File: config.mk
export PLATFORM = sky130hd
export DESIGN_NAME = axi_lite_fifo_writer
export DESIGN_NICKNAME = d
export VERILOG_FILES = /design/src/rtl/axi_lite_fifo_writer.sv
export SDC_FILE = /design/constraint.sdc
export NUM_CORES = 1
export LEC_CHECK = 0
export BUFFER_PORTS_ARGS = -buffer_cell sky130_fd_sc_hd__buf_2
export CORE_UTILIZATION = 34
export DETAILED_ROUTE_END_ITERATION = 6
export PLACE_DENSITY = 0.62
export SETUP_SLACK_MARGIN = 0.1
export SYNTH_ARGS = -nofsm -noshare
export SYNTH_HDL_FRONTEND = slang
export SYNTH_SLANG_ARGS = --single-unit
File: constraint.sdc
create_clock -name clk_axi -period 1.84 [get_ports clk_axi]
set_clock_uncertainty 0.1 [all_clocks]
set_input_delay 0.092 -clock clk_axi [delete_from_list [all_inputs] [get_ports clk_axi]]
set_output_delay 0.092 -clock clk_axi [all_outputs]
set_load 0.03 [all_outputs]
File: src/rtl/axi_lite_fifo_writer.sv
// axi_lite_fifo_writer
// AXI4-Lite write master that drains a local valid/ready word stream into the
// push register of an AXI-attached FIFO, one single-beat write per word.
// Handles write responses, sticky error/timeout flags and write/drop counters.
// Optional feature macro: AXI_FIFO_WR_RETRY_EN -- when defined, a write that
// returns SLVERR/DECERR is re-issued up to MAX_RETRY times before the word is
// dropped; when undefined the first SLVERR/DECERR drops the word.
//
// Handshake semantics (all channels): a transfer happens on a rising edge where
// valid and ready are both high. A valid, once raised, stays high with stable
// payload until its transfer; ready may change freely.
module axi_lite_fifo_writer #(
    parameter int                    ADDR_WIDTH     = 4,
    parameter int                    DATA_WIDTH     = 32,
    parameter logic [ADDR_WIDTH-1:0] WR_ADDR        = '0,
    parameter int                    TIMEOUT_CYCLES = 1024,
    parameter int                    MAX_RETRY      = 3
) (
    input  logic                    clk_axi,
    input  logic                    axi_resetn_i,
    input  logic [DATA_WIDTH-1:0]   src_data_i,
    input  logic                    src_valid_i,
    output logic                    src_ready_o,
    output logic [ADDR_WIDTH-1:0]   axi_awaddr_o,
    output logic                    axi_awvalid_o,
    input  logic                    axi_awready_i,
    output logic [DATA_WIDTH-1:0]   axi_wdata_o,
    output logic [DATA_WIDTH/8-1:0] axi_wstrb_o,
    output logic                    axi_wvalid_o,
    input  logic                    axi_wready_i,
    input  logic [1:0]              axi_bresp_i,
    input  logic                    axi_bvalid_i,
    output logic                    axi_bready_o,
    output logic                    busy_o,
    output logic                    err_o,
    output logic                    timeout_o,
    input  logic                    err_clear_i,
    output logic [15:0]             wr_count_o,
    output logic [7:0]              err_count_o
);

    localparam int STRB_WIDTH = DATA_WIDTH / 8;
    localparam int WAIT_W     = $clog2(TIMEOUT_CYCLES + 1);
    localparam int RETRY_W    = $clog2(MAX_RETRY + 2);

    localparam logic [WAIT_W-1:0] WAIT_MAX = WAIT_W'(TIMEOUT_CYCLES);

    // Number of re-issues allowed per word; zero means the first failure drops.
`ifdef AXI_FIFO_WR_RETRY_EN
    localparam logic [RETRY_W-1:0] RETRY_LIMIT = RETRY_W'(MAX_RETRY);
`else
    localparam logic [RETRY_W-1:0] RETRY_LIMIT = '0;
`endif

    typedef enum logic [1:0] {
        ST_IDLE      = 2'd0,
        ST_ADDR_DATA = 2'd1,
        ST_RESP      = 2'd2
    } state_t;

    state_t                  r_state;
    logic [DATA_WIDTH-1:0]   r_hold;
    logic [ADDR_WIDTH-1:0]   r_awaddr;
    logic                    r_awvalid;
    logic                    r_wvalid;
    logic                    r_bready;
    logic                    r_err;
    logic                    r_timeout;
    logic [15:0]             r_wr_count;
    logic [7:0]              r_err_count;
    logic [WAIT_W-1:0]       r_wait;
    logic [RETRY_W-1:0]      r_retry;

    logic                    w_accept;
    logic                    w_aw_done;
    logic                    w_w_done;
    logic                    w_resp_bad;
    logic [WAIT_W-1:0]       w_wait_inc;

    // Ready only in IDLE and never while reset is asserted.
    assign src_ready_o = (r_state == ST_IDLE) && axi_resetn_i;
    assign busy_o      = (r_state != ST_IDLE);
    assign w_accept    = src_valid_i && src_ready_o;

    // A channel counts as done if its valid already dropped or it completes now.
    assign w_aw_done   = !r_awvalid || axi_awready_i;
    assign w_w_done    = !r_wvalid  || axi_wready_i;

    // SLVERR (10) and DECERR (11) are failures; OKAY and EXOKAY are success.
    assign w_resp_bad  = axi_bresp_i[1];
    assign w_wait_inc  = r_wait + WAIT_W'(1);

    assign axi_awaddr_o  = r_awaddr;
    assign axi_awvalid_o = r_awvalid;
    assign axi_wdata_o   = r_hold;
    assign axi_wstrb_o   = {STRB_WIDTH{1'b1}};
    assign axi_wvalid_o  = r_wvalid;
    assign axi_bready_o  = r_bready;
    assign err_o         = r_err;
    assign timeout_o     = r_timeout;
    assign wr_count_o    = r_wr_count;
    assign err_count_o   = r_err_count;

    // Write-sequencing FSM with its registered channel outputs, flags and counters.
    always_ff @(posedge clk_axi) begin
        if (!axi_resetn_i) begin
            r_state     <= ST_IDLE;
            r_hold      <= '0;
            r_awaddr    <= '0;
            r_awvalid   <= 1'b0;
            r_wvalid    <= 1'b0;
            r_bready    <= 1'b0;
            r_err       <= 1'b0;
            r_timeout   <= 1'b0;
            r_wr_count  <= '0;
            r_err_count <= '0;
            r_wait      <= '0;
            r_retry     <= '0;
        end else begin
            // Clear first so that a flag set later in this block wins the cycle.
            if (err_clear_i) begin
                r_err     <= 1'b0;
                r_timeout <= 1'b0;
            end

            case (r_state)
                ST_IDLE: begin
                    if (w_accept) begin
                        r_hold    <= src_data_i;
                        r_awaddr  <= WR_ADDR;
                        r_retry   <= '0;
                        r_wait    <= '0;
                        r_awvalid <= 1'b1;
                        r_wvalid  <= 1'b1;
                        r_state   <= ST_ADDR_DATA;
                    end
                end

                ST_ADDR_DATA: begin
                    if (r_awvalid && axi_awready_i) begin
                        r_awvalid <= 1'b0;
                    end
                    if (r_wvalid && axi_wready_i) begin
                        r_wvalid <= 1'b0;
                    end
                    if (w_aw_done && w_w_done) begin
                        r_bready <= 1'b1;
                        r_wait   <= '0;
                        r_state  <= ST_RESP;
                    end else if (r_wait != WAIT_MAX) begin
                        r_wait <= w_wait_inc;
                        if (w_wait_inc == WAIT_MAX) begin
                            r_timeout <= 1'b1;
                        end
                    end
                end

                ST_RESP: begin
                    if (axi_bvalid_i) begin
                        r_bready <= 1'b0;
                        r_wait   <= '0;
                        if (!w_resp_bad) begin
                            r_wr_count <= r_wr_count + 16'd1;
                            r_state    <= ST_IDLE;
                        end else if (r_retry != RETRY_LIMIT) begin
                            r_retry   <= r_retry + RETRY_W'(1);
                            r_awvalid <= 1'b1;
                            r_wvalid  <= 1'b1;
                            r_state   <= ST_ADDR_DATA;
                        end else begin
                            r_err <= 1'b1;
                            if (r_err_count != 8'hFF) begin
                                r_err_count <= r_err_count + 8'd1;
                            end
                            r_state <= ST_IDLE;
                        end
                    end else if (r_wait != WAIT_MAX) begin
                        r_wait <= w_wait_inc;
                        if (w_wait_inc == WAIT_MAX) begin
                            r_timeout <= 1'b1;
                        end
                    end
                end

                default: begin
                    r_state <= ST_IDLE;
                end
            endcase
        end
    end

endmodule
==> results.yml <==
status:
  outcome: "finished clean"
critical_path:
  cpPeakStageDelay_ps: 410
  worstSetupEndpointType: "register"
  crit_slowest_cell: "or3_4"
  crit_arrival_ps: 1880
  path_cells: "inv_4 > ha_4 > and3b_2 > nand4_4 > or3_4 > a21oi_2"
  rr_worst_depth: 6
  rrSetupSlack_ps: 140
  crit_type: "reg -> reg"
  worstPathMaxFanout: 8
  crit_required_ps: 2020
  rr_startpoint: "r_state[0]"
  start_kind: "register"
  worst_r2r_endpoint: "wr_count_o[9]"
routing:
  ant_nets: 0
  first_pass_iters: 4
  wl_met3_um: 447
  viasPerCell: 4.75
  routedWlPerCell_um: 12.6
  drc: 0
  highest_layer: "met4"
  totalWireLength_um: 9210
  vias: 3460
  dr_wl_met2_um: 4320
  drtIter0Drc: 176
  wl_met1_um: 4360
flow_run:
  max-cap-violations: 0
synthesis:
  yosysMostFrequentCell: "nand2_1"
  yosys_warnings: 0
  yosysUniqueCellTypes: 53
  netlist_top_cells_count: "nand2_1, dfxtp_1, nand3_1, nor2_1, xnor2_1"
  synth_flop_cell: "dfxtp_1"
  yosysTopAreaCellShare_pct: 42.9
  synth-async-reset-ratio_pct: 0
  ys_seq_area_share_pct: 42.9
  yosysTopAreaCell: "dfxtp_1"
  netlist_instances: 439
  synthTopCellsByArea: "dfxtp_1, nand2_1, nand3_1"
  syn_avg_cell_area_um2: 8.18
  syn_area_um2: 3590
  synth-edff-count: 0
  synth_seq_cells: 77
die:
  ios: 112
  core_area_um2: 10300
  start_util_pct: 34.9
  fp.dieArea_um2: 11000
  fp.dieW_um: 105
  fp.dieH_um: 105
  row_count: 37
layout:
  seq_area_um2: 1550
  diodes: 0
  final_cells: 729
  layout.nets: 639
  multi_input_area_um2: 1990
  drive_gt1_share_pct: 30.9
  n_fill_cell: 998
  syn_to_final_growth_pct: 39.3
timing:
  finalSetupViolCount: 0
  rsz0062_at_grt: "true"
  period_share_pct: 92.2
  fmaxAchievable_ghz: 0.590
  min_period_ps: 1700
  setup_tns_ps: 0
  hold_viol_final: 0
  finalMaxSlewViolations: 0
power:
  total_power_mw: 5.07
  ir_drop_uv: 453
  p_leak_nw: 2.26
  power.density_nw_per_um2: 1010
grt:
  grt_first_pass_wirelength_um: 15000
  grtUsageTotal_pct: 16.7
  grt_pass1_vias: 3263
  grt_max_degree: 41
  antenna_found_initial: 0
  gr-total-overflow: 0
cts:
  clk_latency_ps: 340
  cts_buffers: 9
  clock-sinks: 77
  cts-root-buf: "clkbuf_8"
  clk_pin_slew_ps: 80
  cts_buffer_depth: 2
  cts_tree: "built"
  h-tree-depth: 3
min_path:
  hold_path_end: "axi_awvalid_o"
  hold_depth: 3
  hp-start: "axi_awready_i"
  hold_path_class: "in -> reg"
placed_design:
  dpl.hpwl_um: 5970
  gp_congestion: 0.818
  post-place-cells: 675
  numPortBuffers: 102
[where the power goes]
group	internal [mW]	switching (mW)	total (mW)	leakage, nW
Combinational	0.696	1.12	1.82	1.53
Clock	0.627	0.604	1.23	0.0943
Sequential	1.88	0.142	2.02	0.630
[worst max path at each step]
stage                endpoint  depth (start not counted)  slack (ps)  startpoint
5_1_grt        err_count_o[5]                          7          40  r_retry[0]
2_1_floorplan       r_wait[8]                          8          90  r_state[0]
3_5_place_dp   wr_count_o[12]                          7          10  r_state[0]
6_report        wr_count_o[9]                          6         140  r_state[0]
3_3_place_gp   wr_count_o[12]                          7          60  r_state[0]
4_1_cts         wr_count_o[8]                          7          70  r_state[0]
[layout make-up]
class                           count  share of cell area [%]
Clock buffer                       12                    2.70
Clock inverter                      4                   0.976
Inverter                           15                    1.18
Multi-Input combinational cell    322                    39.7
Sequential cell                    77                    31.0
Tap cell                          136                    3.40
Timing Repair Buffer              163                    21.1
[worst max-delay path: cells and delay by family, from the launching register on]
kind	cells	cell delay, ps
flip-flops	1	340
AND/OR/NAND/NOR	3	860
AO/OA/AOI/OAI	1	120
adder cells (fa/ha/maj)	1	150
buffers and inverters	1	70
[what timing repair did]
| item | CTS | global route |
|---|---|---|
| hold buffers | 34 | 0 |
| pin swaps | 1 | 8 |
| resized for setup | 3 | 32 |
| hold endpoints to repair | 35 | 0 |
| endpoints found under the setup margin | 18 | 42 |
| setup buffers | 1 | 3 |
[cells in the final DEF, fill, tap and decap left out, types with 3 or more instances in the layout]
master and n:
buf_2 102, nand2_1 85, dfxtp_1 72, nand3_1 47
nor2_1 38, dlygate4sd3_1 34, buf_4 27, xnor2_1 21
inv_1 13, a21oi_1 9, xor2_1 9, clkbuf_8 9
nand4_1 8, conb_1 8, o21ai_0 7, ha_1 6
nor3_1 5, nand2b_1 5, dfxtp_2 5, and3_1 4
mux2i_1 4, a21oi_2 4, or3_4 3, nor2b_1 3
a31oi_1 3, nor3_2 3, a21boi_0 3, clkbuf_1 3
[state kept, by name (all words and copies together) (netlist names), 2 cells and up]
register	cells
axi_wdata_o	32
wr_count_o	16
err_count_o	8
r_state	2
r_retry	3
r_wait	11
[metrics by stage]
step / utilization (%) / cell area [um^2] / setup WS [ps] / hold slack [ps]
finish: 48.6 / 5000 / 144 / 30.0
global route: 48.6 / 5000 / 37.7 / 10.3
CTS: 47.1 / 4840 / 70.1 / 2.14
detailed placement: 41.8 / 4300 / 11.1 / 182
global placement: 41.8 / 4300 / 56.8 / 174
floorplan: - / 3610 / 86.0 / 90.9
[layer usage]
| metal | GRT usage [%] | up-vias |
|---|---|---|
| li1 | - | 1751 |
| met1 | 21.2 | 1601 |
| met2 | 27.3 | 102 |
| met3 | 4.30 | 6 |
| met4 | 5.73 | 0 |
| met5 | 0 | - |
[kinds of logic after synthesis]
group / Yosys count / synth area share, %
AND/OR/NAND/NOR: 228 / 31.1
other: 2 / 0.209
AO/OA/AOI/OAI: 42 / 7.46
flip-flops: 77 / 42.9
adder cells (fa/ha/maj): 10 / 3.49
multiplexers: 4 / 1.12
XOR/XNOR: 30 / 7.32
buffers and inverters: 46 / 6.34
Note: power is estimated with default switching activity, not from simulation.
